===== src/rtl/riscv_pkg.sv =====
// rtl/riscv_pkg.sv - shared RV32 constants: XLEN, M-extension aluControl codes, muldiv FSM states
//
// Purpose: constants and small decode helpers shared by the ALU-side
//          multiply/divide unit. The op codes are the same 6-bit values the
//          ALU decoder drives on aluControl.
// Ports:   none (package).
package riscv_pkg;

  localparam int XLEN = 32;

  localparam logic [5:0] OP_MUL    = 6'b100111;
  localparam logic [5:0] OP_MULH   = 6'b101000;
  localparam logic [5:0] OP_MULHU  = 6'b101001;
  localparam logic [5:0] OP_MULHSU = 6'b101010;
  localparam logic [5:0] OP_DIV    = 6'b101011;
  localparam logic [5:0] OP_DIVU   = 6'b101100;
  localparam logic [5:0] OP_REM    = 6'b101101;
  localparam logic [5:0] OP_REMU   = 6'b101110;

  typedef enum logic [1:0] {
    MD_IDLE = 2'd0,
    MD_PREP = 2'd1,
    MD_RUN  = 2'd2,
    MD_FIX  = 2'd3
  } md_state_t;

  function automatic logic is_muldiv_op(input logic [5:0] op);
    return op inside {OP_MUL, OP_MULH, OP_MULHU, OP_MULHSU,
                      OP_DIV, OP_DIVU, OP_REM, OP_REMU};
  endfunction

  function automatic logic op_is_div(input logic [5:0] op);
    return op inside {OP_DIV, OP_DIVU, OP_REM, OP_REMU};
  endfunction

  function automatic logic op_is_rem(input logic [5:0] op);
    return op inside {OP_REM, OP_REMU};
  endfunction

  function automatic logic op_a_signed(input logic [5:0] op);
    return op inside {OP_MUL, OP_MULH, OP_MULHSU, OP_DIV, OP_REM};
  endfunction

  function automatic logic op_b_signed(input logic [5:0] op);
    return op inside {OP_MUL, OP_MULH, OP_DIV, OP_REM};
  endfunction

endpackage


===== src/rtl/muldiv_step.sv =====
// rtl/muldiv_step.sv - one combinational shift-add / restoring-divide iteration
//
// Purpose: a single iteration of the iterative multiplier or divider.
//   Multiply: acc = {partial_hi, multiplier_remaining}; adds the multiplicand
//             to the high half when acc[0] is set, then shifts right with carry.
//   Divide:   acc = {remainder, dividend_remaining/quotient}; shifts the next
//             dividend bit into a 33-bit partial remainder and subtracts the
//             divisor if it fits.
// Ports:
//   acc_i     in  2*XLEN  accumulator (mul) or {remainder, quotient} (div)
//   operand_i in  XLEN    multiplicand magnitude (mul) or divisor magnitude (div)
//   is_div_i  in  1       1 = divide iteration, 0 = multiply iteration
//   acc_o     out 2*XLEN  next accumulator; LSB is 0 in divide mode
//   q_bit_o   out 1       quotient bit produced this iteration (0 in multiply mode)
module muldiv_step #(
  parameter int XLEN = 32
) (
  input  logic [2*XLEN-1:0] acc_i,
  input  logic [XLEN-1:0]   operand_i,
  input  logic              is_div_i,
  output logic [2*XLEN-1:0] acc_o,
  output logic              q_bit_o
);

  logic [XLEN:0]   sum;
  logic [XLEN:0]   partial;
  logic [XLEN+1:0] diff;
  logic            unused_bits;

  always_comb begin
    sum = {1'b0, acc_i[2*XLEN-1:XLEN]};
    if (acc_i[0]) begin
      sum = sum + {1'b0, operand_i};
    end

    partial = {acc_i[2*XLEN-1:XLEN], acc_i[XLEN-1]};
    diff    = {1'b0, partial} - {2'b00, operand_i};

    // After a successful subtract the remainder is below the divisor, so
    // the top bits of diff/partial never need to be stored.
    unused_bits = diff[XLEN] ^ partial[XLEN];

    q_bit_o = 1'b0;
    if (is_div_i) begin
      q_bit_o = ~diff[XLEN+1];
      acc_o   = {(q_bit_o ? diff[XLEN-1:0] : partial[XLEN-1:0]),
                 acc_i[XLEN-2:0], 1'b0};
    end else begin
      acc_o = {sum, acc_i[XLEN-1:1]};
    end
  end

endmodule


===== src/rtl/muldiv_unit.sv =====
// rtl/muldiv_unit.sv - iterative RV32M multiply/divide unit for the execute stage
//
// Purpose: runs MUL/MULH/MULHU/MULHSU/DIV/DIVU/REM/REMU as a 32-step
//          shift-add multiplier or restoring divider on operand magnitudes,
//          with sign correction in a final FIX cycle.
//          Optional macro MULDIV_EARLY_OUT_EN: divide-by-zero, signed
//          overflow and multiply-by-zero skip RUN and go PREP -> FIX.
// Ports:
//   clk    in  1     rising-edge clock
//   reset  in  1     asynchronous active-high reset
//   start  in  1     request, accepted in IDLE with a valid op
//   op     in  6     aluControl encoding of the M operation
//   srcA   in  XLEN  rs1 (multiplicand / dividend), sampled on accept
//   srcB   in  XLEN  rs2 (multiplier / divisor), sampled on accept
//   flush  in  1     synchronous abort
//   busy   out 1     operation in flight
//   done   out 1     one-cycle pulse, result valid
//   result out XLEN  registered result, held until the next done
module muldiv_unit
  import riscv_pkg::*;
#(
  parameter int XLEN = riscv_pkg::XLEN
) (
  input  logic            clk,
  input  logic            reset,
  input  logic            start,
  input  logic [5:0]      op,
  input  logic [XLEN-1:0] srcA,
  input  logic [XLEN-1:0] srcB,
  input  logic            flush,
  output logic            busy,
  output logic            done,
  output logic [XLEN-1:0] result
);

  localparam logic [XLEN-1:0] MIN_NEG = {1'b1, {(XLEN-1){1'b0}}};

  md_state_t         state_q, state_d;
  logic [4:0]        cnt_q, cnt_d;
  logic [5:0]        op_q, op_d;
  logic [XLEN-1:0]   a_q, a_d;
  logic [XLEN-1:0]   b_q, b_d;
  logic [XLEN-1:0]   opnd_q, opnd_d;
  logic [2*XLEN-1:0] acc_q, acc_d;
  logic              neg_a_q, neg_a_d;
  logic              neg_b_q, neg_b_d;
  logic              div0_q, div0_d;
  logic              ovf_q, ovf_d;
  logic              mzero_q, mzero_d;
  logic              done_q, done_d;
  logic [XLEN-1:0]   result_q, result_d;

  logic [2*XLEN-1:0] step_acc;
  logic              step_q_bit;

  logic              sgn_a, sgn_b;
  logic [XLEN-1:0]   mag_a, mag_b;
  logic [2*XLEN-1:0] prod_fix;
  logic [XLEN-1:0]   quot_fix, rem_fix, fix_result;
  logic              special;

  muldiv_step #(.XLEN(XLEN)) u_step (
    .acc_i     (acc_q),
    .operand_i (opnd_q),
    .is_div_i  (op_is_div(op_q)),
    .acc_o     (step_acc),
    .q_bit_o   (step_q_bit)
  );

  // Sign correction and special-case selection for the FIX cycle.
  always_comb begin
    prod_fix = (neg_a_q ^ neg_b_q) ? -acc_q : acc_q;
    quot_fix = (neg_a_q ^ neg_b_q) ? -acc_q[XLEN-1:0] : acc_q[XLEN-1:0];
    rem_fix  = neg_a_q ? -acc_q[2*XLEN-1:XLEN] : acc_q[2*XLEN-1:XLEN];

    if (op_is_div(op_q)) begin
      // Overrides keep the ISA results correct even when RUN was skipped.
      if (div0_q) begin
        quot_fix = '1;
        rem_fix  = a_q;
      end else if (ovf_q) begin
        quot_fix = MIN_NEG;
        rem_fix  = '0;
      end
      fix_result = op_is_rem(op_q) ? rem_fix : quot_fix;
    end else if (mzero_q) begin
      fix_result = '0;
    end else if (op_q == OP_MUL) begin
      fix_result = prod_fix[XLEN-1:0];
    end else begin
      fix_result = prod_fix[2*XLEN-1:XLEN];
    end
  end

  always_comb begin
    state_d  = state_q;
    cnt_d    = cnt_q;
    op_d     = op_q;
    a_d      = a_q;
    b_d      = b_q;
    opnd_d   = opnd_q;
    acc_d    = acc_q;
    neg_a_d  = neg_a_q;
    neg_b_d  = neg_b_q;
    div0_d   = div0_q;
    ovf_d    = ovf_q;
    mzero_d  = mzero_q;
    done_d   = 1'b0;
    result_d = result_q;

    sgn_a   = op_a_signed(op_q) & a_q[XLEN-1];
    sgn_b   = op_b_signed(op_q) & b_q[XLEN-1];
    mag_a   = sgn_a ? -a_q : a_q;
    mag_b   = sgn_b ? -b_q : b_q;
    special = 1'b0;

    unique case (state_q)
      MD_IDLE: begin
        if (start && !flush && is_muldiv_op(op)) begin
          state_d = MD_PREP;
          op_d    = op;
          a_d     = srcA;
          b_d     = srcB;
        end
      end

      MD_PREP: begin
        neg_a_d = sgn_a;
        neg_b_d = sgn_b;
        cnt_d   = '0;
        if (op_is_div(op_q)) begin
          opnd_d  = mag_b;
          acc_d   = {{XLEN{1'b0}}, mag_a};
          div0_d  = (b_q == '0);
          ovf_d   = op_a_signed(op_q) && (a_q == MIN_NEG) && (b_q == '1);
          mzero_d = 1'b0;
          special = div0_d | ovf_d;
        end else begin
          opnd_d  = mag_a;
          acc_d   = {{XLEN{1'b0}}, mag_b};
          div0_d  = 1'b0;
          ovf_d   = 1'b0;
          mzero_d = (a_q == '0) || (b_q == '0);
          special = mzero_d;
        end
`ifdef MULDIV_EARLY_OUT_EN
        state_d = special ? MD_FIX : MD_RUN;
`else
        state_d = MD_RUN;
`endif
      end

      MD_RUN: begin
        // In divide mode the new quotient bit enters at the LSB.
        acc_d = {step_acc[2*XLEN-1:1], step_acc[0] | step_q_bit};
        cnt_d = cnt_q + 5'd1;
        if (cnt_q == 5'd31) begin
          state_d = MD_FIX;
        end
      end

      MD_FIX: begin
        result_d = fix_result;
        done_d   = 1'b1;
        state_d  = MD_IDLE;
      end

      default: state_d = MD_IDLE;
    endcase

    // Abort beats every in-flight update; result keeps its prior value.
    if (flush && (state_q != MD_IDLE)) begin
      state_d  = MD_IDLE;
      done_d   = 1'b0;
      result_d = result_q;
    end
  end

  always_ff @(posedge clk or posedge reset) begin
    if (reset) begin
      state_q  <= MD_IDLE;
      cnt_q    <= '0;
      op_q     <= '0;
      a_q      <= '0;
      b_q      <= '0;
      opnd_q   <= '0;
      acc_q    <= '0;
      neg_a_q  <= 1'b0;
      neg_b_q  <= 1'b0;
      div0_q   <= 1'b0;
      ovf_q    <= 1'b0;
      mzero_q  <= 1'b0;
      done_q   <= 1'b0;
      result_q <= '0;
    end else begin
      state_q  <= state_d;
      cnt_q    <= cnt_d;
      op_q     <= op_d;
      a_q      <= a_d;
      b_q      <= b_d;
      opnd_q   <= opnd_d;
      acc_q    <= acc_d;
      neg_a_q  <= neg_a_d;
      neg_b_q  <= neg_b_d;
      div0_q   <= div0_d;
      ovf_q    <= ovf_d;
      mzero_q  <= mzero_d;
      done_q   <= done_d;
      result_q <= result_d;
    end
  end

  assign busy   = (state_q != MD_IDLE);
  assign done   = done_q;
  assign result = result_q;

endmodule


===== config.mk =====
export PLATFORM = sky130hd
export DESIGN_NAME = muldiv_unit
export DESIGN_NICKNAME = d
export VERILOG_FILES = /design/src/rtl/riscv_pkg.sv /design/src/rtl/muldiv_step.sv /design/src/rtl/muldiv_unit.sv
export SDC_FILE = /design/constraint.sdc
export NUM_CORES = 1
export LEC_CHECK = 0
export CORE_MARGIN = 2
export CORE_UTILIZATION = 40
export CTS_CLUSTER_DIAMETER = 150
export DETAILED_ROUTE_END_ITERATION = 8
export HOLD_SLACK_MARGIN = 0.02
export PLACE_DENSITY = 0.68
export SLEW_MARGIN = 10
export SYNTH_ARGS = -nofsm -noshare
export SYNTH_HDL_FRONTEND = slang
export SYNTH_HIERARCHICAL = 1
export SYNTH_SLANG_ARGS = --single-unit

===== constraint.sdc =====
create_clock -name clk -period 15.93 [get_ports clk]
set_clock_uncertainty 0.1 [all_clocks]
set_input_delay 2.3895 -clock clk [delete_from_list [all_inputs] [get_ports clk]]
set_output_delay 2.3895 -clock clk [all_outputs]
set_load 0.01 [all_outputs]

# Word-level counts from Yosys, hierarchy flattened
# Index checks and enable logic that the tools add are counted.
op_classes:
  addsub: 8
  reduce_logical: 20
  bitwise_logic: 6
  n_eq_ne: 23
  n_mux: 30
ops:
  columns: ["operator", "n"]
  rows:
  - ["32-bit 2-to-1 mux", 15]
  - ["64-bit 2-to-1 mux", 2]
  - ["32-bit negation", 4]
  - ["64-bit one-hot mux with 2 select lines", 1]
  - ["6-bit equality test, second input constant", 15]
  - ["32-bit equality test, second input constant", 2]
  - ["32-bit logical NOT", 2]
  - ["64-bit negation", 1]
  - ["33-bit by 32-bit subtractor with 34-bit output", 1]
  - ["32-bit by 32-bit adder with 33-bit output", 1]
  - ["33-bit 2-to-1 mux", 1]
  - ["5-bit one-hot mux with 2 select lines", 1]
  - ["2-bit one-hot mux with 4 select lines", 1]
  - ["4-bit nonzero test", 2]
  - ["8-bit nonzero test", 1]
  - ["1-bit 2-to-1 mux", 6]
  - ["2-bit 2-to-1 mux", 3]
  - ["3-bit inequality test, second input constant", 2]
  - ["2-bit AND reduction", 3]
  - ["2-bit nonzero test", 3]
  - ["5-bit by 1-bit adder with 5-bit output, second input constant", 1]
  - ["5-bit equality test, second input constant", 1]
  - ["1-bit logical AND", 5]
  - ["5-bit nonzero test", 1]
  - ["other kinds (9)", 12]
totals:
  register_bits: 211
  inputBits: 74

# Depth between registers and ports, before layout
depth:
  word_depth: 6
  ltp_mapped: 16
  ltp_nobuf: 14

# Modules after synthesis
# The synthesis kept the hierarchy.
by_module_without_submodules:
  columns: ["mod", "area_each_um2", "instances", "cells_per_inst"]
  rows:
  - ["muldiv_unit", 13540.5, 1, 1521]
  - ["muldiv_step", 4792.1, 1, 686]

# Worst setup path after synthesis
# OpenSTA, ideal clock, no wires.
synth_path:
  kind: "input -> register"
  start: "in op[2]"
  end: "reg a_q[0]"
  setup_slack_ns: 12.104
  setup_ns: 0.125
  stages: 6
  path_buffers: 1
  required_time_ns: 15.705
  t_arrival_ns: 3.602
  cell_sequence: "nand3_1 > xor2_1 > nor4_1 > nand2_1 > buf_1 > mux2_2"
synth_between:
  elab_chain_cells: 4
  elab_cells_between_ends: 11
synth_rtl:
  columns: ["item", "line", "text"]
  rows:
  - ["start, declared", "muldiv_unit.sv:27", "input logic [5:0] op,"]
  - ["6-bit equality test", "riscv_pkg.sv:28", "return op inside {OP_MUL, OP_MULH, OP_MULHU, OP_MULHSU,"]
  - ["8-bit nonzero test *", "riscv_pkg.sv:28", null]
  - ["1-bit logical AND *", "muldiv_unit.sv:119", "if (start && !flush && is_muldiv_op(op)) begin"]
  - ["2-bit AND reduction (no source line) *", null, null]
  - ["end signal, assigned", "muldiv_unit.sv:184", "a_q <= '0;"]
  - ["end signal, assigned", "muldiv_unit.sv:199", "a_q <= a_d;"]
  - ["end, declared", "muldiv_unit.sv:41", "logic [XLEN-1:0] a_q, a_d;"]
# Mark *: on every way between the ends. The rest lies on a longest branch, timed or not.
# A chain may end at the register's enable or synchronous reset.

# Worst setup path after layout
layout_path:
  start: "in op[2]"
  end: "reg a_q[30]"
# The elaborated chain is that of the path after synthesis.

==> summary.md <==
* Post-Synthesis Net Count: 2,358
* first drt pass iteration count: 7
* maximum level of the CTS H-tree: 1
* clk slew on worst S/H paths: 60 ps
* total count of max-transition violations in the final report: 0
* share of synthesized registers carrying an async set or reset: 1.000
* detailed-route DRC error count: 0
* overall routing resource usage: 0.2995
* area delta synth->final: 12.81%
* Cells on Worst Hold Path: 2
* Die Outline Area: 47,560 µm²
* Worst setup EP type: flop
* first-pass GRT wire length: 108,800 µm
* routability congestion estimate from global placement: 1.036
* top cells by area, synth: sky130_fd_sc_hd__dfrtp_1 29%, sky130_fd_sc_hd__mux2_2 6.8%, sky130_fd_sc_hd__xnor2_1 5.4%, sky130_fd_sc_hd__a21oi_1 5.3%, sky130_fd_sc_hd__ha_1 5.1%
* clock network power share: 0.122
* Crit Reg-Reg Endpoint: result[15]$_DFFE_PP0P_
* Worst Path Required: 16,250 ps
* worst voltage drop across the vdd grid: 0.1534 mV
* post-detailed-route wirelength per cell: 25.31 µm
* post-route antenna net violation count: 0
* post-synthesis area per instance: 8.307 µm²
* CP top delay family: buffers and inverters
* buffer levels on the longest clock path: 3
* total of cells resized after clock tree synthesis: 0
* number of clock buffers inserted by TritonCTS: 25
* I/O Buffers: 107
* Antenna diodes: 0
* final-layout setup total negative slack: 0 ps
* WP buf/inv: 2
* largest net degree at the start of global routing: 84
* category of the most critical setup path: in -> reg
* post-synthesis instance total: 2,207
* power consumption: 4.988 mW
* quantity of hold-fixing buffers added after cts: 0
* slew at the pin closest to its max-slew limit: 1116 ps
* number of sinks handled by clock tree synthesis: 211
* Setup violations, final: 0
* Final Hold Violating Endpoints: 0
* total overflow reported by the global router: 0
* slowest cell on the critical path: sky130_fd_sc_hd__buf_4
* # Max-Cap Violations: 0
* row count: 78
* data arrival time of the critical path: 4940 ps
* Worst Min Path Start: result[12]$_DFFE_PP0P_
* number of enable-type register cells in the synthesized netlist: 0
* final routed wirelength across all metal layers: 72,040 µm
* number of global-route vias before repair: 17,490
* post-synth cell types: 84
* Pwr Density: 241.2 nW/µm²
* Critical Path Source Type: input pin
* RSZ-0062 raised after global routing: no
* number of violations reported at the end of detailed-routing iteration 0: 1,919
* yosys synthesis warning count: 6
* post-synthesis instance area: 18,330 µm²
* number of antenna violations at the first check in global routing: 2
* status: complete, no violations
* setup repair bufs after CTS: 0
* final core utilization: 0.4567
* crit-path max cell delay: 540 ps
* crit path cell chain: clkdlybuf4s50_1, nand3_1, xor2_1, nor4_1, nand2_2, buf_4, mux2_2
* CTS tree: built
* total core area: 45,280 µm²
* vias per std cell: 6.335
* #FFs+latches synth: 211
* Slew headroom: 0.2541
* area share of the largest cell type after synthesis: 0.2880
* leading register cell type out of synthesis: sky130_fd_sc_hd__dfrtp_1
* total internal power: 2.335 mW
* Placement Setup Slack: 10,680 ps
* DP Cell Count: 2,801
* cell taking the most area after synthesis: sky130_fd_sc_hd__dfrtp_1
* Die X: 218.1 µm
* number of cells in the finished layout apart from fillers: 2,846
* total net switching power: 2.653 mW
* switching power share of the total: 0.5319
* number of nets in the final layout: 2,379
* initial core utilization: 0.4048
* CP Max Fanout: 41
* type of the tightest min-delay check: reg -> reg
* Worst-Skew Late Latency: 560 ps
* Pleak: 8.565 nW
* sequential share of the synthesized area: 0.2880
* startpoint of the lowest-slack register-to-register path: acc_q[35]$_DFFE_PP0P_
* Max Freq: 216.4 MHz
* share of the clock period used by the worst path after layout: 0.2900
* Register-to-Register Setup Slack: 11,590 ps
* sequential fraction of design power: 0.237
* share of total power in combinational logic: 0.640
* depth of the most critical reg-to-reg path: 7
* via count: 18,030
* floorplan die height: 218.1 µm
* Worst Setup Slack, final: 11,310 ps
* root buffer cell: sky130_fd_sc_hd__clkbuf_16
* # IOs: 108
* end point of the worst hold path: result[12]$_DFFE_PP0P_
* hpwl dp: 55,620 µm
* final critical-path required period: 4620 ps
* share of post-route cells with drive strength above 1: 0.09484
## kinds of logic after synthesis
family,after synthesis,synth area share
xor+xnor,193,0.09221
simple gates,619,0.1706
flops,211,0.2880
fa+ha+maj,77,0.05337
compound gates,704,0.2507
buf+inv,251,0.05439
mux,152,0.09077
## power groups by stage
stage / Sequential (mW) / Combinational (mW) / Clock [mW]
after floorplan: 0.982 / 2.28 / 0
after global placement: 1.16 / 3.06 / 0
after detailed placement: 1.17 / 3.10 / 0
after CTS: 1.17 / 3.12 / 0.615
after global routing: 1.21 / 3.43 / 0.642
final: 1.18 / 3.19 / 0.610
## state kept, by name, indices dropped and copies added (netlist names)
name	cells
a_q	32
acc_q	64
b_q	32
cnt_q	5
div0_q	1
done	1
mzero_q	1
neg_a_q	1
neg_b_q	1
op_q	6
opnd_q	32
ovf_q	1
result	32
state_q	2
## layout make-up
cell class | instances | area [µm²]
Tap cell | 600 | 750.7
Clock buffer | 36 | 737.0
Multi-Input combinational cell | 1745 | 12090
Inverter | 113 | 434.2
Timing Repair Buffer | 132 | 1259
Fill cell | 4486 | 24600
Clock inverter | 9 | 131.4
Sequential cell | 211 | 5281
## worst min-delay path: cells and delay by family (launching register included)
family | cells | cell delay (ps)
flip-flops | 1 | 350
AND/OR/NAND/NOR | 2 | 110
## layer usage
metal / part of all wire / GRT usage
met1: 0.41 / 0.3857
met2: 0.45 / 0.4754
met3: 0.079 / 0.05467
met4: 0.062 / 0.1624
met5: 0.00017 / 0
## stage by stage
stage	hold slack (ps)	cell area (µm²)
finish	388.1	20680
global route	415.5	20680
CTS	394.8	20680
detailed placement	373.5	19810
global placement	366.5	19810
floorplan	344.1	18330
## Yosys cell counts, drive strengths merged (7+ instances only)
| library cell | number |
|---|---|
| nand4 | 30 |
| or3 | 17 |
| mux2i | 41 |
| mux2 | 111 |
| xor2 | 80 |
| o211ai | 21 |
| o221ai | 59 |
| dfrtp | 211 |
| a21o | 31 |
| nand3 | 45 |
| o21ai | 163 |
| nor2 | 118 |
| nor2b | 51 |
| nand2b | 44 |
| o31ai | 35 |
| o22ai | 7 |
| nor4 | 35 |
| clkbuf | 115 |
| xnor2 | 113 |
| a31oi | 29 |
| a21oi | 198 |
| inv | 109 |
| a41oi | 16 |
| o32a | 7 |
| o21bai | 10 |
| nand2 | 173 |
| a211oi | 34 |
| o41ai | 14 |
| buf | 23 |
| and3 | 12 |
| ha | 75 |
| nor3 | 50 |
| and2 | 9 |
| a22oi | 15 |
| or4 | 12 |
## cell usage in the layout, fill, tap and decap left out, types with 8 or more instances in the layout
| cell | count |
|---|---|
| sky130_fd_sc_hd__dfrtp_1 | 210 |
| sky130_fd_sc_hd__a21oi_1 | 194 |
| sky130_fd_sc_hd__nand2_1 | 172 |
| sky130_fd_sc_hd__o21ai_0 | 159 |
| sky130_fd_sc_hd__nor2_1 | 118 |
| sky130_fd_sc_hd__xnor2_1 | 112 |
| sky130_fd_sc_hd__mux2_2 | 110 |
| sky130_fd_sc_hd__inv_1 | 108 |
| sky130_fd_sc_hd__clkdlybuf4s50_1 | 107 |
| sky130_fd_sc_hd__xor2_1 | 80 |
| sky130_fd_sc_hd__ha_1 | 73 |
| sky130_fd_sc_hd__o221ai_1 | 59 |
| sky130_fd_sc_hd__nor2b_1 | 51 |
| sky130_fd_sc_hd__nor3_1 | 49 |
| sky130_fd_sc_hd__nand3_1 | 44 |
| sky130_fd_sc_hd__nand2b_1 | 44 |
| sky130_fd_sc_hd__mux2i_1 | 41 |
| sky130_fd_sc_hd__o31ai_1 | 34 |
| sky130_fd_sc_hd__a211oi_1 | 34 |
| sky130_fd_sc_hd__nor4_1 | 32 |
| sky130_fd_sc_hd__a21o_1 | 31 |
| sky130_fd_sc_hd__nand4_1 | 30 |
| sky130_fd_sc_hd__a31oi_1 | 29 |
| sky130_fd_sc_hd__clkbuf_16 | 25 |
| sky130_fd_sc_hd__buf_4 | 25 |
| sky130_fd_sc_hd__o211ai_1 | 21 |
| sky130_fd_sc_hd__or3_1 | 17 |
| sky130_fd_sc_hd__a41oi_1 | 16 |
| sky130_fd_sc_hd__a22oi_1 | 15 |
| sky130_fd_sc_hd__o41ai_1 | 14 |
| sky130_fd_sc_hd__and3_1 | 10 |
| sky130_fd_sc_hd__o21bai_1 | 10 |
| sky130_fd_sc_hd__or4_1 | 9 |
| sky130_fd_sc_hd__and2_1 | 8 |
## worst max path at each step
stage               slack [ps]                   to   from  cells after the start
CTS                      11230  a_q[30]$_DFFE_PP0P_  op[2]                      7
finish                   11310  a_q[30]$_DFFE_PP0P_  op[2]                      7
global route             11140  a_q[30]$_DFFE_PP0P_  op[2]                      7
floorplan                 7670   a_q[0]$_DFFE_PP0P_  reset                      1
global placement         10690  op_q[0]$_DFFE_PP0P_  op[2]                      7
detailed placement       10680  a_q[30]$_DFFE_PP0P_  op[2]                      7
Power figures use the tool's default switching activity.
